[src/rtl/sort_pkg.sv]
// Shared definitions for the sorted-block pipeline: finder flag codes, the
// append sentinel index, and the store FSM state encoding.
package sort_pkg;

  localparam logic [1:0] FLAG_INIT   = 2'b00;
  localparam logic [1:0] FLAG_LESS   = 2'b01;
  localparam logic [1:0] FLAG_FIT    = 2'b10;
  localparam logic [1:0] FLAG_LARGER = 2'b11;

  localparam int SENTINEL_IDX = 100;

  typedef enum logic [1:0] {
    IDLE     = 2'd0,
    OVF_HOLD = 2'd1,
    DRAIN    = 2'd2
  } state_e;

endpackage

[src/rtl/insert_pos_calc.sv]
// Maps the finder's global index onto a local slot in 0..count and flags the
// case where the incoming value itself falls off the top of a full block.
module insert_pos_calc
  import sort_pkg::*;
#(
  parameter int DEPTH = 10,
  parameter int BLOCK = 0
) (
  input  logic signed [7:0] in_index,
  input  logic [3:0]        count,
  output logic [3:0]        pos,
  output logic              evict_incoming
);

  localparam int LOW = BLOCK * DEPTH;

  logic signed [15:0] rel;

  always_comb begin
    rel = 16'(in_index) - 16'(LOW);
    pos = rel[3:0];
    if (in_index == 8'(SENTINEL_IDX)) begin
      pos = count;
    end else if (rel < 16'sd0) begin
      pos = 4'd0;
    end else if (rel > $signed({12'd0, count})) begin
      pos = count;
    end
    // pos never exceeds count, so pos==DEPTH implies the block is full
    evict_incoming = (count == 4'(DEPTH)) && (pos == 4'(DEPTH));
  end

endmodule

[src/rtl/sorted_block_store.sv]
// One block of a sorted register store: inserts finder results in place,
// spills the top entry to the next block when full, and drains in order.
module sorted_block_store
  import sort_pkg::*;
#(
  parameter int WIDTH = 16,
  parameter int DEPTH = 10,
  parameter int BLOCK = 0
) (
  input  logic              clk,
  input  logic              rst,
  input  logic              in_valid,
  output logic              in_ready,
  input  logic [WIDTH-1:0]  in_data,
  input  logic [3:0]        in_id,
  input  logic [1:0]        in_flag,
  input  logic signed [7:0] in_index,
  output logic              ovf_valid,
  input  logic              ovf_ready,
  output logic [WIDTH-1:0]  ovf_data,
  output logic [3:0]        ovf_id,
  input  logic              drain_req,
  output logic              out_valid,
  input  logic              out_ready,
  output logic [WIDTH-1:0]  out_data,
  output logic [3:0]        out_id,
  output logic              out_last,
  output logic              drain_done,
  output logic              miss,
  output logic [3:0]        count
);

  state_e           state_q, state_d;
  logic [3:0]       count_q, count_d;
  logic [3:0]       ptr_q, ptr_d;
  logic [WIDTH-1:0] data_q [DEPTH];
  logic [WIDTH-1:0] data_d [DEPTH];
  logic [3:0]       id_q [DEPTH];
  logic [3:0]       id_d [DEPTH];
  logic [WIDTH-1:0] ovf_data_q, ovf_data_d;
  logic [3:0]       ovf_id_q, ovf_id_d;
  logic [WIDTH-1:0] out_data_q, out_data_d;
  logic [3:0]       out_id_q, out_id_d;
  logic             out_valid_q, out_valid_d;
  logic             out_last_q, out_last_d;
  logic             miss_q, miss_d;
  logic             done_q, done_d;

  logic [3:0]       pos;
  logic             evict_incoming;
  logic [3:0]       nxt_ptr;

  insert_pos_calc #(
    .DEPTH (DEPTH),
    .BLOCK (BLOCK)
  ) u_pos (
    .in_index       (in_index),
    .count          (count_q),
    .pos            (pos),
    .evict_incoming (evict_incoming)
  );

  assign nxt_ptr = ptr_q + 4'd1;

  always_comb begin
    state_d     = state_q;
    count_d     = count_q;
    ptr_d       = ptr_q;
    data_d      = data_q;
    id_d        = id_q;
    ovf_data_d  = ovf_data_q;
    ovf_id_d    = ovf_id_q;
    out_data_d  = out_data_q;
    out_id_d    = out_id_q;
    out_valid_d = out_valid_q;
    out_last_d  = out_last_q;
    miss_d      = 1'b0;
    done_d      = 1'b0;

    case (state_q)
      IDLE: begin
        if (drain_req) begin
          if (count_q == 4'd0) begin
            done_d = 1'b1;
          end else begin
            state_d     = DRAIN;
            ptr_d       = 4'd0;
            out_valid_d = 1'b1;
            out_data_d  = data_q[0];
            out_id_d    = id_q[0];
            out_last_d  = (count_q == 4'd1);
          end
        end else if (in_valid) begin
          if (in_flag != FLAG_FIT) begin
            miss_d = 1'b1;
          end else if (evict_incoming) begin
            ovf_data_d = in_data;
            ovf_id_d   = in_id;
            state_d    = OVF_HOLD;
          end else begin
            // Open a hole at pos by moving [pos..count-1] up one slot
            for (int i = 1; i < DEPTH; i++) begin
              if ((i > int'(pos)) && (i <= int'(count_q))) begin
                data_d[i] = data_q[i-1];
                id_d[i]   = id_q[i-1];
              end
            end
            data_d[pos] = in_data;
            id_d[pos]   = in_id;
            if (count_q == 4'(DEPTH)) begin
              ovf_data_d = data_q[DEPTH-1];
              ovf_id_d   = id_q[DEPTH-1];
              state_d    = OVF_HOLD;
            end else begin
              count_d = count_q + 4'd1;
            end
          end
        end
      end

      OVF_HOLD: begin
        if (ovf_ready) begin
          state_d = IDLE;
        end
      end

      DRAIN: begin
        if (out_ready) begin
          if (out_last_q) begin
            out_valid_d = 1'b0;
            out_last_d  = 1'b0;
            count_d     = 4'd0;
            done_d      = 1'b1;
            state_d     = IDLE;
          end else begin
            ptr_d      = nxt_ptr;
            out_data_d = data_q[nxt_ptr];
            out_id_d   = id_q[nxt_ptr];
            out_last_d = (nxt_ptr == (count_q - 4'd1));
          end
        end
      end

      default: begin
        state_d = IDLE;
      end
    endcase
  end

  always_ff @(posedge clk) begin
    if (rst) begin
      state_q     <= IDLE;
      count_q     <= 4'd0;
      ptr_q       <= 4'd0;
      ovf_data_q  <= '0;
      ovf_id_q    <= 4'd0;
      out_data_q  <= '0;
      out_id_q    <= 4'd0;
      out_valid_q <= 1'b0;
      out_last_q  <= 1'b0;
      miss_q      <= 1'b0;
      done_q      <= 1'b0;
    end else begin
      state_q     <= state_d;
      count_q     <= count_d;
      ptr_q       <= ptr_d;
      ovf_data_q  <= ovf_data_d;
      ovf_id_q    <= ovf_id_d;
      out_data_q  <= out_data_d;
      out_id_q    <= out_id_d;
      out_valid_q <= out_valid_d;
      out_last_q  <= out_last_d;
      miss_q      <= miss_d;
      done_q      <= done_d;
    end
  end

  // Array contents are meaningful only below count, so they skip reset
  always_ff @(posedge clk) begin
    data_q <= data_d;
    id_q   <= id_d;
  end

  assign in_ready   = (state_q == IDLE) && !drain_req;
  assign ovf_valid  = (state_q == OVF_HOLD);
  assign ovf_data   = ovf_data_q;
  assign ovf_id     = ovf_id_q;
  assign out_valid  = out_valid_q;
  assign out_data   = out_data_q;
  assign out_id     = out_id_q;
  assign out_last   = out_last_q;
  assign drain_done = done_q;
  assign miss       = miss_q;
  assign count      = count_q;

endmodule

[config.mk]
export PLATFORM = sky130hd
export DESIGN_NAME = sorted_block_store
export DESIGN_NICKNAME = d
export VERILOG_FILES = /design/src/rtl/sort_pkg.sv /design/src/rtl/insert_pos_calc.sv /design/src/rtl/sorted_block_store.sv
export SDC_FILE = /design/constraint.sdc
export NUM_CORES = 1
export LEC_CHECK = 0
export ABC_AREA = 1
export CORE_MARGIN = 3
export CORE_UTILIZATION = 35
export DETAILED_ROUTE_END_ITERATION = 7
export PLACE_DENSITY = 0.58
export SETUP_SLACK_MARGIN = 0.15
export SLEW_MARGIN = 20
export SYNTH_ARGS = -nofsm -noshare
export SYNTH_HDL_FRONTEND = slang
export SYNTH_SLANG_ARGS = --single-unit
[constraint.sdc]
create_clock -name clk -period 8.9 [get_ports clk]
set_clock_uncertainty 0.2 [all_clocks]
set_input_delay 1.78 -clock clk [delete_from_list [all_inputs] [get_ports clk]]
set_output_delay 1.78 -clock clk [all_outputs]
set_load 0.05 [all_outputs]
==> impl_metrics.ini <==
[logic_synthesis]
yosys_warnings = 0
synth_seq_area_share = 0.543
syn_nets = 1505
synth_seq_cells = 254
yosysTopAreaCell = edfxtp_1
yosysUniqueCellTypes = 44
synth_ff_type = edfxtp_1
yosysTopAreaCellShare = 0.460
ys_top_cells_by_area = edfxtp_1, dfxtp_1, nand2_1
syn_inst = 1459
async_reset_ff_frac = 0
synth_area_um2 = 13100
syn-mean-instance-area_um2 = 8.95
synth_edf_count = 200

[timing]
fin_tns_setup_ns = 0
holdWs_ns = 0.263
slew-limit-headroom = 0.280
tightest_slew_ns = 1.08
setup_viol = 0
max_freq_mhz = 162
slew_violations = 0
min_period_ns = 6.18
fin_crit_sh = 0.694
hold_violations = 0
rsz0062_at_grt = no

[critical_path]
cp.buffers_inverters = 3
worstPathMaxFanout = 21
regToRegEndpoint = data_q[144]$_DFFE_PP_
cpMaxStageDelayCell = nor3_2
worstRegToRegCells = 14
cpPeakStageDelay_ns = 0.95
cp.arrival_ns = 6.24
r2r_start = count[2]$_SDFFE_PP0P_
critPathCaptureType = flop
crit_path_cell_trace = clkdlybuf4s50_1 -> ha_1 -> nand2_1 -> nor2_1 -> nand3_1 -> nand3_2 -> nand2_2 -> inv_1 -> nor2_2 -> nor2_2 -> nand3_1 -> nand4_2 -> nor3_2 -> buf_4
crit_family = simple AND/OR/NAND/NOR gates
crit_required_ns = 8.96
crit_path_start_kind = input pin
r2r_slack_ns = 3.75
path_class = input pin to flop

[power_and_ir_drop]
p_leak_nw = 5.45
p_total_mw = 3.40
ir_worst_vdd_mv = 0.148
power_density_nw_per_um2 = 224

[clocking]
post_cts_buffers = 0
htreeDepth = 1
cts_sinks = 254
cts_buffers = 28
tritoncts = done
clock_path_buffers = 3
cts_hold_buffers = 0
clock_latency_ns = 0.56
cts_root_buffer = clkbuf_16
ctsResizeCount = 0
clk_pin_slew_ns = 0.07

[detailed_routing]
vias = 11100
drc_errors = 0
antenna_left = 0
drtPass1Iterations = 6
routed_wl_mm = 43.5
vias_per_cell = 5.61
post_drt_wl_per_cell_um = 22.0
drt_iter0_drc = 1360

[floorplanning]
initial_core_util = 0.356
core_um2 = 36700
rows = 70
die-area_um2 = 39600
io_pins = 86
fp.dieW_um = 199
die_h_um = 199

[placement]
dpl.hpwl_mm = 31.7
portBuffers = 85
place.gp.congestion = 0.931

[grt]
grt_max_degree = 101
grt_overflow = 0
grt_use_total = 0.218
grt_pass1_vias = 10400
antenna_found_initial = 1
grt_pass1_wl_mm = 66.0

[final_layout]
diodes = 0
area_delta_synth_final_pct = 16.4
drive_above_1_share = 0.0747
nNetsFinal = 1538
fillers = 3606

[worst_hold_path]
hold_path_class = flop to flop
worstHoldStart = ovf_id[2]$_SDFFE_PP0P_
min_delay_path_depth = 2
hold-path-endpoint = ovf_id[2]$_SDFFE_PP0P_

[status]
status = complete, no violations

[run]
maxCapViolations = 0
## cells in the mapped netlist, types with 7 or more instances
library cell and instances:
inv_2 7, o21ai_1 46, o21ai_0 150, inv_1 173
o211ai_1 29, a31oi_1 18, clkbuf_1 54, buf_2 34
nor2_2 7, a22oi_1 19, o2111ai_1 17, a21oi_1 118
ha_1 10, nand2_1 228, dfxtp_1 54, nor2_1 61
o22ai_1 64, edfxtp_1 200, nand3_1 113
## area by class of cell
cell class                 count  area [um2]  share of cell area
sequential                   254        7090               0.467
multi-input combinational    926        4950               0.325
timing repair buffer         101         971              0.0639
clock buffer                  35         757              0.0498
inverter                     181         679              0.0447
tap                          468         586              0.0385
clock inverter                16         169              0.0111
## metal layers
| layer | vias to the layer above | wire length [um] | track usage |
|---|---|---|---|
| li1 | 5217 | - | - |
| met1 | 5298 | 19300 | 0.323 |
| met2 | 540 | 19500 | 0.338 |
| met3 | 48 | 4130 | 0.0406 |
| met4 | 2 | 616 | 0.0406 |
| met5 | - | 13 | 0 |
## worst max-delay path by stage
stage                 from               endpoint  slack, ns  cells after the start
2_1_floorplan  in_index[3]  data_q[144]$_DFFE_PP_       3.66                     12
3_3_place_gp   in_index[3]  data_q[136]$_DFFE_PP_       2.39                     13
3_5_place_dp   in_index[3]     id_q[26]$_DFFE_PP_       2.23                     13
4_1_cts        in_index[3]  data_q[152]$_DFFE_PP_       2.82                     14
5_1_grt        in_index[3]  data_q[144]$_DFFE_PP_       2.35                     14
6_report       in_index[3]  data_q[144]$_DFFE_PP_       2.72                     14
## metrics by stage
step / utilization / setup WS [ns] / instance area, um2 / cells
global route: 0.414 / 2.35 / 15200 / 1981
CTS: 0.413 / 2.82 / 15200 / 1981
global placement: 0.388 / 2.39 / 14200 / 1930
detailed placement: 0.388 / 2.23 / 14200 / 1930
floorplan: - / 3.66 / 13100 / 1459
finish: 0.414 / 2.72 / 15200 / 1981
## worst register-to-register path, stage by stage (launching register included)
cell	delay (ns)
dfxtp_1	0.47
inv_1	0.19
ha_1	0.31
nand2_1	0.09
nor2_1	0.05
nand3_1	0.14
nand3_2	0.17
nand2_2	0.13
inv_1	0.05
nor2_2	0.20
nor2_2	0.07
nand3_1	0.68
nand4_2	0.82
nor3_2	0.95
buf_4	0.34
## flip-flops by register name, indices dropped and copies added, names as in the netlist, 2 cells and up
register  flops
count         4
data_q      160
id_q         40
out_data     16
out_id        4
ovf_data     16
ovf_id        4
ptr_q         4
state_q       2
## cell usage in the layout (no fill, tap or decap), drive strengths merged, types with 10 or more instances in the layout
master	instances
buf	16
edfxtp	200
o22ai	64
inv	181
o211ai	30
nand2	238
clkinv	11
a22oi	19
a31oi	18
nand3	117
clkbuf	35
o2111ai	17
a21oi	120
nor2	72
dfxtp	54
clkdlybuf4s50	85
o21ai	196
ha	10
## report_power, final
| group | switching [mW] | total (mW) | internal [mW] |
|---|---|---|---|
| Clock | 0.487 | 1.18 | 0.689 |
| Combinational | 0.615 | 0.853 | 0.238 |
| Sequential | 0.0375 | 1.37 | 1.34 |
## kinds of logic after synthesis
logic type               count (synthesis)  synth area share
AND/OR/NAND/NOR                        442             0.153
buffers and inverters                  279            0.0849
adder cells (fa/ha/maj)                 10           0.00959
AO/OA/AOI/OAI                          469             0.205
XOR/XNOR                                 5           0.00479
flip-flops                             254             0.543
(Power assumes the default switching activity.)
